`src/rtl/keypad_scanner.sv`:
```
// rtl/keypad_scanner.sv - 4x4 matrix keypad scanner with synchronizer and debounce
//
// Walks a single low column across the keypad, samples the active-low rows
// after each dwell period, debounces a single-key press and its release, and
// reports one hex key code per accepted press.
//
// Ports:
//   clk        system clock
//   reset      synchronous, active-low
//   rows       keypad rows, asynchronous, active-low (bit r = row r)
//   cols       column drive, active-low, one bit low at a time (bit c = column c)
//   key_code   hex code of the last accepted key
//   key_valid  one-cycle pulse on each accepted press
//   key_held   high from acceptance until the debounced release

module keypad_scanner #(
  parameter int SCAN_DIV        = 24000,
  parameter int DEBOUNCE_CYCLES = 480000
) (
  input  logic       clk,
  input  logic       reset,
  input  logic [3:0] rows,
  output logic [3:0] cols,
  output logic [3:0] key_code,
  output logic       key_valid,
  output logic       key_held
);

  localparam int DW = (SCAN_DIV > 1) ? $clog2(SCAN_DIV) : 1;
  localparam int CW = $clog2(DEBOUNCE_CYCLES + 1);
  localparam logic [DW-1:0] DWELL_LAST = DW'(SCAN_DIV - 1);
  localparam logic [CW-1:0] CNT_MAX    = CW'(DEBOUNCE_CYCLES);

  typedef enum logic [1:0] {
    S_SCAN,
    S_DEBOUNCE,
    S_HELD,
    S_RELEASE
  } state_t;

  state_t          state_q, state_d;
  logic [1:0]      idx_q, idx_d;
  logic [DW-1:0]   dwell_q, dwell_d;
  logic [CW-1:0]   cnt_q, cnt_d;
  logic [1:0]      row_q, row_d;
  logic [3:0]      pat_q, pat_d;
  logic [3:0]      code_q, code_d;
  logic            valid_q, valid_d;
  logic            held_q, held_d;
  logic [3:0]      sync1_q, rows_s_q;

  logic            one_low;
  logic [1:0]      row_enc;
  logic            row_bit;

  // Row-major keypad legend; * and # are reported as E and F.
  function automatic logic [3:0] map_key(input logic [1:0] r, input logic [1:0] c);
    logic [3:0] k;
    case ({r, c})
      4'h0: k = 4'h1;  4'h1: k = 4'h2;  4'h2: k = 4'h3;  4'h3: k = 4'hA;
      4'h4: k = 4'h4;  4'h5: k = 4'h5;  4'h6: k = 4'h6;  4'h7: k = 4'hB;
      4'h8: k = 4'h7;  4'h9: k = 4'h8;  4'hA: k = 4'h9;  4'hB: k = 4'hC;
      4'hC: k = 4'hE;  4'hD: k = 4'h0;  4'hE: k = 4'hF;  default: k = 4'hD;
    endcase
    return k;
  endfunction

  // Exactly one row low identifies a single key; anything else is ambiguous.
  always_comb begin
    one_low = 1'b1;
    row_enc = 2'd0;
    case (rows_s_q)
      4'b1110: row_enc = 2'd0;
      4'b1101: row_enc = 2'd1;
      4'b1011: row_enc = 2'd2;
      4'b0111: row_enc = 2'd3;
      default: one_low = 1'b0;
    endcase
  end

  assign row_bit = rows_s_q[row_q];

  always_comb begin
    state_d = state_q;
    idx_d   = idx_q;
    dwell_d = dwell_q;
    cnt_d   = cnt_q;
    row_d   = row_q;
    pat_d   = pat_q;
    code_d  = code_q;
    valid_d = 1'b0;
    held_d  = held_q;
    case (state_q)
      S_SCAN: begin
        if (dwell_q == DWELL_LAST) begin
          if (one_low) begin
            row_d   = row_enc;
            pat_d   = rows_s_q;
            cnt_d   = '0;
            state_d = S_DEBOUNCE;
          end else begin
            idx_d   = idx_q + 2'd1;
            dwell_d = '0;
          end
        end else begin
          dwell_d = dwell_q + DW'(1);
        end
      end
      S_DEBOUNCE: begin
        if (cnt_q == CNT_MAX) begin
          code_d  = map_key(row_q, idx_q);
          valid_d = 1'b1;
          held_d  = 1'b1;
          state_d = S_HELD;
        end else if (rows_s_q == pat_q) begin
          cnt_d = cnt_q + CW'(1);
        end else begin
          // Bounce: give up on this column and keep scanning.
          state_d = S_SCAN;
          idx_d   = idx_q + 2'd1;
          dwell_d = '0;
        end
      end
      S_HELD: begin
        // Only the latched row matters; other keys in this column are ignored.
        if (row_bit) begin
          cnt_d   = '0;
          state_d = S_RELEASE;
        end
      end
      S_RELEASE: begin
        if (!row_bit) begin
          state_d = S_HELD;
        end else if (cnt_q == CNT_MAX) begin
          held_d  = 1'b0;
          state_d = S_SCAN;
          idx_d   = 2'd0;
          dwell_d = '0;
        end else begin
          cnt_d = cnt_q + CW'(1);
        end
      end
      default: state_d = S_SCAN;
    endcase
  end

  always_ff @(posedge clk) begin
    if (!reset) begin
      state_q  <= S_SCAN;
      idx_q    <= 2'd0;
      dwell_q  <= '0;
      cnt_q    <= '0;
      row_q    <= 2'd0;
      pat_q    <= 4'b1111;
      code_q   <= 4'h0;
      valid_q  <= 1'b0;
      held_q   <= 1'b0;
      sync1_q  <= 4'b1111;
      rows_s_q <= 4'b1111;
    end else begin
      state_q  <= state_d;
      idx_q    <= idx_d;
      dwell_q  <= dwell_d;
      cnt_q    <= cnt_d;
      row_q    <= row_d;
      pat_q    <= pat_d;
      code_q   <= code_d;
      valid_q  <= valid_d;
      held_q   <= held_d;
      sync1_q  <= rows;
      rows_s_q <= sync1_q;
    end
  end

  // The column index holds outside SCAN, so it doubles as the latched column.
  assign cols      = ~(4'b0001 << idx_q);
  assign key_code  = code_q;
  assign key_valid = valid_q;
  assign key_held  = held_q;

endmodule
```
`config.mk`:
```
export PLATFORM = sky130hd
export DESIGN_NAME = keypad_scanner
export DESIGN_NICKNAME = d
export VERILOG_FILES = /design/src/rtl/keypad_scanner.sv
export SDC_FILE = /design/constraint.sdc
export NUM_CORES = 1
export LEC_CHECK = 0
export BUFFER_PORTS_ARGS = -buffer_cell sky130_fd_sc_hd__buf_2
export CELL_PAD_IN_SITES_DETAIL_PLACEMENT = 1
export CELL_PAD_IN_SITES_GLOBAL_PLACEMENT = 1
export CORE_MARGIN = 2
export CORE_UTILIZATION = 41
export CTS_BUF_LIST = sky130_fd_sc_hd__clkbuf_16
export DETAILED_ROUTE_END_ITERATION = 8
export PLACE_DENSITY = 0.77
export SYNTH_ARGS = -nofsm -noshare
export SYNTH_HDL_FRONTEND = slang
export SYNTH_SLANG_ARGS = --single-unit
export TNS_END_PERCENT = 30
```
`constraint.sdc`:
```
create_clock -name clk -period 2.1 [get_ports clk]
set_input_delay 0.21 -clock clk [delete_from_list [all_inputs] [get_ports clk]]
set_output_delay 0.21 -clock clk [all_outputs]
set_load 0.02 [all_outputs]
```
==> impl.org, run 1 <==
** Pwr
- Sequential cell fraction of total power :: 42.8%
- Leakage Power :: 1.723 nW
- Switching power of the nets :: 0.5647 mW
- The clock network accounts for 52.7% of the total power.
- Cell Int Power :: 2.065 mW
- Total power :: 2.630 mW
- IR analysis of the VDD net gives a maximum drop of 0.4090 mV.
- Power density of the placed cells :: 625.0 mW/mm2
- In this run switching power makes up 21.47% of total power.
- Part of the power in combinational logic :: 4.5%

** Logic synthesis
- After synthesis the netlist holds a flip-flop and latch count of 58.
- Dominant cell type by area after synthesis :: dfxtp_1
- Sequential area share after synthesis :: 38.46%
- Yosys mapped the design onto 54 distinct sky130hd cell types.
- For this run, asynchronously set or reset flops after synthesis account for 0%.
- Most instantiated flip-flop cell in the synthesis netlist :: dfxtp_1
- Fraction of synthesized cell area taken by the top area cell type :: 38.46%
- Average cell area after synthesis :: 8.116 um2
- Gate count of the mapped netlist :: 372
- Leading cell types by total area after synthesis :: dfxtp_1, o21ai_0, nand2_1, nor2_1, a21oi_1
- In this run, synthesis inferred 0 flip-flops with an integrated enable.
- Synthesis warning total :: 0
- Mapped Area :: 0.003019 mm2
- Syn_nets :: 387

** Global routing
- Met1 Use GR :: 29.56%
- The first global-routing pass estimated 16,490 um of wire.
- Global routing used 25.38% of the available tracks across all layers.
- The via count of the first global-routing pass was 3,408.
- Largest net degree at the start of global routing :: 30
- Overall overflow remaining after global route :: 0
- Global routing met3 resource utilization :: 3.856%
- Routing usage on met2 :: 46.02%
- The global routing stage identified its most utilized layer as met2.
- The initial antenna violation count was 0.

** STA
- Actual transition at the worst max-transition pin :: 0.4638 ns
- FMAX :: 460.4 MHz
- Headroom to the max-slew limit came out at 68.84%.
- Setup violations remaining at the end of the flow were counted as 8.
- The final hold violation count came to 0.
- After layout, the minimum clock period comes to 2.172 ns.
- Across the routed clock network, the largest skew measured is 0.005923 ns.
- Setup repair after global routing could not meet its margin everywhere.
- Max-slew violation count :: 0
- Tcrit/Tclk final :: 103.4%
- Post-route setup slack :: -0.07214 ns

** Routing
- Overall via count from detail_route :: 3,290
- Summed over all layers, the routed wires come to 10,890 um.
- Number of antenna-violating nets in the routed design :: 0
- The first detailed-routing pass ran for 4 iterations.
- Dividing the detail-routed wire length by the instance count gives 19.47 um.
- Routed vias/inst :: 5.886
- For this run, design rule violations remaining after detail routing come to 0.
- In this run, the number of DRC markers left after iteration 0 of detailed routing was 161.

** Setup path
- Worst setup startpoint :: row_q[0]
- For this run, the slowest stage of the critical path takes 0.55 ns.
- Counting both buffers and inverters, the worst setup path holds a total of 3.
- STA classifies the critical path startpoint as a flop.
- Required time of the critical path :: 2.31 ns
- Register-to-Register Setup Slack :: -0.07 ns
- The slowest stage of the critical path belongs to the cell mux4_2.
- Family with the most delay on the worst path :: multiplexers
- Cells along the critical path :: mux4_2, nand2_4, o311ai_1, buf_4, buf_4, and3_4, buf_4, a221o_1
- Endpoint class of the critical path :: flop
- In this run the worst path has a maximum fanout of 5.
- CP Class :: reg2reg
- R2r startpoint :: row_q[0]
- CP dominant cell by count :: buf_4
- Worst path arrival time :: 2.38 ns

** Cells and area
- The net count of the finished layout is 470.
- Area grow syn2layout :: 39.37%
- Finished Core Util :: 58.64%
- In the layout the commonest cells are buf_4, dfxtp_1, nand2_1.
- Leaving out fill and tap cells, the most frequent cell in the layout is buf_4.
- In the final layout, the multi-input gates occupy 0.001918 mm2.
- The number of antenna diodes in the final layout is 0.
- Fill cell total of the finished layout :: 852
- Registers take 0.001170 mm2.
- In the final layout, the share of cells above drive strength 1 is 30.00%.

** Place
- Count of input and output buffers :: 15
- Half-perimeter wire length after placement :: 6881 um
- Final weighted congestion in routability-driven placement :: 0.8425

** Job
- Max-cap violations in this run came to 0.

** Hold path
- Worst hold path startpoint :: rows[3]
- The tightest min-delay check is of the in2reg type.

** Clocking
- Number of sinks on the clock net :: 58
- CTS tree :: done
- The longest clock path from root to sink contains 2 buffers.
- For the worst-skew pair, the clock arrives at the later sink with an insertion delay of 0.33 ns.
- Cts bufs inserted :: 9
- The tree is rooted in a clkbuf_16.
- CTS built an H-tree with a depth of 3.
- After clock tree synthesis, the clock-pin slew on the worst setup and hold paths is 0.05 ns.

** Floorplan
- The die is 89.81 um wide.
- Overall die area :: 0.008066 mm2
- Starting density of the core :: 42.07%
- Placeable core area :: 0.007176 mm2
- Number of cell rows :: 31
- Chip Height :: 89.81 um
- For this design the top-level I/O count stands at 16.

** Run status
- Violated checks :: setup timing
- Run status :: finished with violations
## power groups by stage
stage / sequential [mW] / combinational, mW / clock [mW]
floorplan: 1.14 / 0.0525 / 0
global placement: 1.14 / 0.0945 / 0
detailed placement: 1.14 / 0.100 / 0
CTS: 1.12 / 0.105 / 1.40
global route: 1.13 / 0.132 / 1.44
finish: 1.13 / 0.119 / 1.39
## cell families after synthesis
family | Yosys count | synth area share (%)
and+or+nand+nor | 158 | 26.73
AOI/OAI and AO/OA | 98 | 19.77
DFF | 58 | 38.46
buffers and inverters | 31 | 4.683
muxes | 11 | 4.600
adders and majority gates | 9 | 3.730
xor gates and xnor gates | 7 | 2.031
## sequential cells by signal, summed over array words and instances (netlist names)
name	flops
rows_s_q	4
key_held	1
pat_q	4
key_valid	1
idx_q	2
state_q	2
key_code	4
sync1_q	4
cnt_q	19
dwell_q	15
row_q	2
## cell type report
cell class | instances | share of cell area, %
flip-flops and latches | 58 | 27.80
clock inverters | 7 | 1.249
well taps | 99 | 2.944
repair buffers | 90 | 15.91
multi-input cells | 283 | 45.58
clock buffers | 9 | 5.352
inverters | 13 | 1.160
## metal layers
layer,vias to the layer above,wire (um)
met1,1661,4441
met5,-,0
li1,1526,-
met3,17,431
met4,0,205
met2,86,5807
## synth_stat cells (all sizes together), types with 4 or more instances
cell    count
dfxtp      58
nand2      40
nor2       35
o21ai      30
a21oi      25
nand3      19
a31oi      16
inv        12
nand4      11
buf        10
ha          9
mux2i       9
and3        8
clkbuf      8
nand2b      8
nor3        8
xnor2       6
o211ai      5
nor4        4
o211a       4
## stage by stage
stage	instances	worst slack, ns	setup TNS [ns]	hold slack, ns	cell area [um2]
floorplan	372	0.01496	0	0.3115	3019
CTS	555	-0.01433	-0.02838	0.06056	3990
global route	559	-0.1437	-2.299	0.08464	4208
detailed placement	538	-0.2024	-1.062	0.3964	3651
finish	559	-0.07214	-0.2366	0.06229	4208
global placement	538	-0.1371	-0.7100	0.3872	3651
## repair_timing
action / in CTS / in global routing
setup buffers: 1 / 5
pin swaps: 4 / 13
hold buffers: 0 / 0
gates resized for setup: 10 / 46
setup endpoints to repair: 21 / 32
## worst paths after layout
| path | cells after the start | to |
|---|---|---|
| worst max register to register | 8 | cnt_q[14] |
| worst min register to register | 1 | rows_s_q[0] |
| worst min-delay path | 2 | sync1_q[3] |
| worst max-delay path | 8 | cnt_q[14] |
No activity file was read; power rests on OpenSTA's default activity.
==> inputs of run 2 (changes only) <==
==> config.mk (replaced) <==
export PLATFORM = sky130hd
export DESIGN_NAME = keypad_scanner
export DESIGN_NICKNAME = d
export VERILOG_FILES = /design/src/rtl/keypad_scanner.sv
export SDC_FILE = /design/constraint.sdc
export NUM_CORES = 1
export LEC_CHECK = 0
export BUFFER_PORTS_ARGS = -buffer_cell sky130_fd_sc_hd__buf_4
export CELL_PAD_IN_SITES_DETAIL_PLACEMENT = 1
export CELL_PAD_IN_SITES_GLOBAL_PLACEMENT = 1
export CORE_MARGIN = 2
export CORE_UTILIZATION = 45
export CTS_BUF_LIST = sky130_fd_sc_hd__clkbuf_16
export CTS_CLUSTER_SIZE = 8
export DETAILED_ROUTE_END_ITERATION = 8
export PLACE_DENSITY = 0.8
export SYNTH_ARGS = -nofsm -noshare
export SYNTH_HDL_FRONTEND = slang
export SYNTH_SLANG_ARGS = --single-unit
export TNS_END_PERCENT = 30
==> constraint.sdc (replaced) <==
create_clock -name clk -period 2.6 [get_ports clk]
set_input_delay 0.26 -clock clk [delete_from_list [all_inputs] [get_ports clk]]
set_output_delay 0.26 -clock clk [all_outputs]
set_load 0.02 [all_outputs]
==> impl.org, run 2 (synthesized netlist as in run 1, its figures left out) <==
** STA
- Total Negative Setup Slacks :: 0 ns
- Final Skew :: 0.007230 ns
- Actual transition at the worst max-transition pin :: 0.6037 ns
- Final period demand of the worst path :: 2.384 ns
- Final count of hold timing violations :: 0
- Tcrit/Tclk final :: 91.71%
- Max-slew violation count :: 0
- Setup violations remaining at the end of the flow were counted as 0.
- Timing would allow up to 419.4 MHz.
- Setup repair after global routing left no endpoint under its margin.
- Relative slew margins :: 59.41%

** Routing
- Summed over all layers, the routed wires come to 8363 um.
- Using the TritonRoute via totals, the vias-per-cell ratio works out to 6.013.
- After detailed routing, the average wire length per cell comes to 17.57 um.
- For this block, the initial DRC count from the detailed router was 143.
- Detailed Routing Iterations Pass 1 :: 4
- The detail route stage leaves a number of antenna-violating nets equal to 0.
- DRC :: 0
- Overall via count from detail_route :: 2,862

** Place
- Placed cells :: 460
- The count of buffers added on input and output ports is 15.
- After legalization and detailed placement, the total HPWL measured 5659 um.
- Final weighted congestion in routability-driven placement :: 0.8244

** Cells and area
- Area grow syn2layout :: 17.24%
- Once layout is complete, the cells apart from fillers number 476.
- cnt_q holds more flip-flops than any other register.
- Leaving out fill and tap cells, the most frequent cell in the layout is dfxtp_1.
- Registers with the most flip-flops :: cnt_q (19), dwell_q (15)
- Share of post-route cells with drive strength above 1 :: 13.28%
- The register with the most flip-flops in the layout has 19 of them.
- Commonest non-fill, non-tap cells in the layout :: dfxtp_1, nand2_1, nor2_1
- Post-layout nets :: 409
- Antenna diode instance count :: 0

** Global routing
- For met2 alone, demand over resource in global routing was 40.80%.
- Largest net degree at the start of global routing :: 31
- In the global route stage, met1 resource usage came out at 30.97%.
- The initial antenna violation count was 0.
- For met3 alone, demand over resource in global routing was 5.101%.
- The first global-routing pass estimated 14,150 um of wire.
- Global routing's busiest layer :: met2
- Global routing used 24.46% of the available tracks across all layers.
- The via count of the first global-routing pass was 2,887.
- Overall overflow remaining after global route :: 0

** Clocking
- The root buffer cell chosen for the clock tree is clkbuf_16.
- In this run the number of H-tree levels came out at 3.
- Clock Pin Slew Worst Setup and Hold Paths :: 0.05 ns
- Number of sinks on the clock net :: 58
- Maximum root-to-sink buffer count :: 2
- Clock insertion delay at the later pin of the skew report :: 0.33 ns
- TritonCTS built the clock tree.
- Setup Buffers After CTS :: 0
- In this run, CTS created clock tree buffers numbering 9.

** Setup path
- Required time of the critical path :: 2.86 ns
- The worst register-to-register path has a depth of 8.
- Critical Path Start Type :: flop
- For the worst setup path, the data arrival time is 2.65 ns.
- The worst setup path is of the reg2reg kind.
- STA classifies the critical path endpoint as a flop.
- Maximum net fanout on the critical path :: 8

** Floorplan
- Overall die area :: 0.007381 mm2
- In this run the core area contains 29 standard-cell rows.
- The die is 85.91 um tall.
- Placeable core area :: 0.006422 mm2
- Once the floorplan was initialized, standard cells occupied 47.01% of the core.
- 16 I/O pins were placed.
- The die is 85.91 um wide.

** Job
- Across the run, the number of max-cap violations was 0.

** Hold path
- Kind of path behind the tightest hold check :: in2reg
- Worst hold path depth :: 2

** Pwr
- In this run the static leakage power is 1.385 nW.
- Worst ir drop on vdd :: 0.4504 mV
- For this design the ratio of total power to cell area is 592.6 mW/mm2.

** Run status
- The run finished with clean final reports.
-- run 2: worst paths after layout --
kind,startpoint,endpoint,slack [ns]
worst min-delay path,rows[2],sync1_q[2],0.11
worst min register to register,sync1_q[3],rows_s_q[3],0.40
worst max-delay path,cnt_q[0],dwell_q[4],0.22
worst max register to register,cnt_q[0],dwell_q[4],0.22
-- run 2: layout make-up --
type	instances	area, um2
clock buffers	9	225.2
clock inverters	7	60.06
fillers	790	2883
inverters	13	48.80
multi-input cells	283	1730
flip-flops and latches	58	1161
well taps	77	96.34
repair buffers	29	217.7
-- run 2: critical path: stages (launching register included) --
cell and delay [ns]:
dfxtp_1 0.37, inv_1 0.08, ha_1 0.13, nor4bb_1 0.38, nand4_1 0.18, or4_4 0.44, o211a_2 0.19, or4_1 0.41
a21oi_1 0.12
-- run 2: metrics by stage --
step / setup WS [ns] / hold WS [ns] / power [mW] / util, % / instance area (um2)
floorplan: 0.5150 / 0.3615 / 0.9647 / - / 3019
global placement: 0.2747 / 0.3886 / 0.9798 / 50.46 / 3241
detailed placement: 0.1559 / 0.3960 / 0.9832 / 50.46 / 3241
CTS: 0.1213 / 0.1077 / 2.116 / 54.90 / 3526
global route: 0.1230 / 0.1177 / 2.167 / 55.11 / 3540
finish: 0.2157 / 0.1129 / 2.097 / 55.11 / 3540
-- run 2: layer usage --
metal  wire (um)  up-vias
met5           0        -
met4         153        0
met1        3881     1396
li1            -     1399
met2        3996       54
met3         331       13
-- run 2: what timing repair did --
item	CTS	global route
hold buffers	0	0
gates resized for setup	0	2
endpoints found under the setup margin	0	4
-- run 2: power by group --
part	switching (mW)	internal [mW]	total, mW
sequential	0.0120	0.900	0.912
clock	0.403	0.728	1.13
combinational	0.0315	0.0234	0.0549
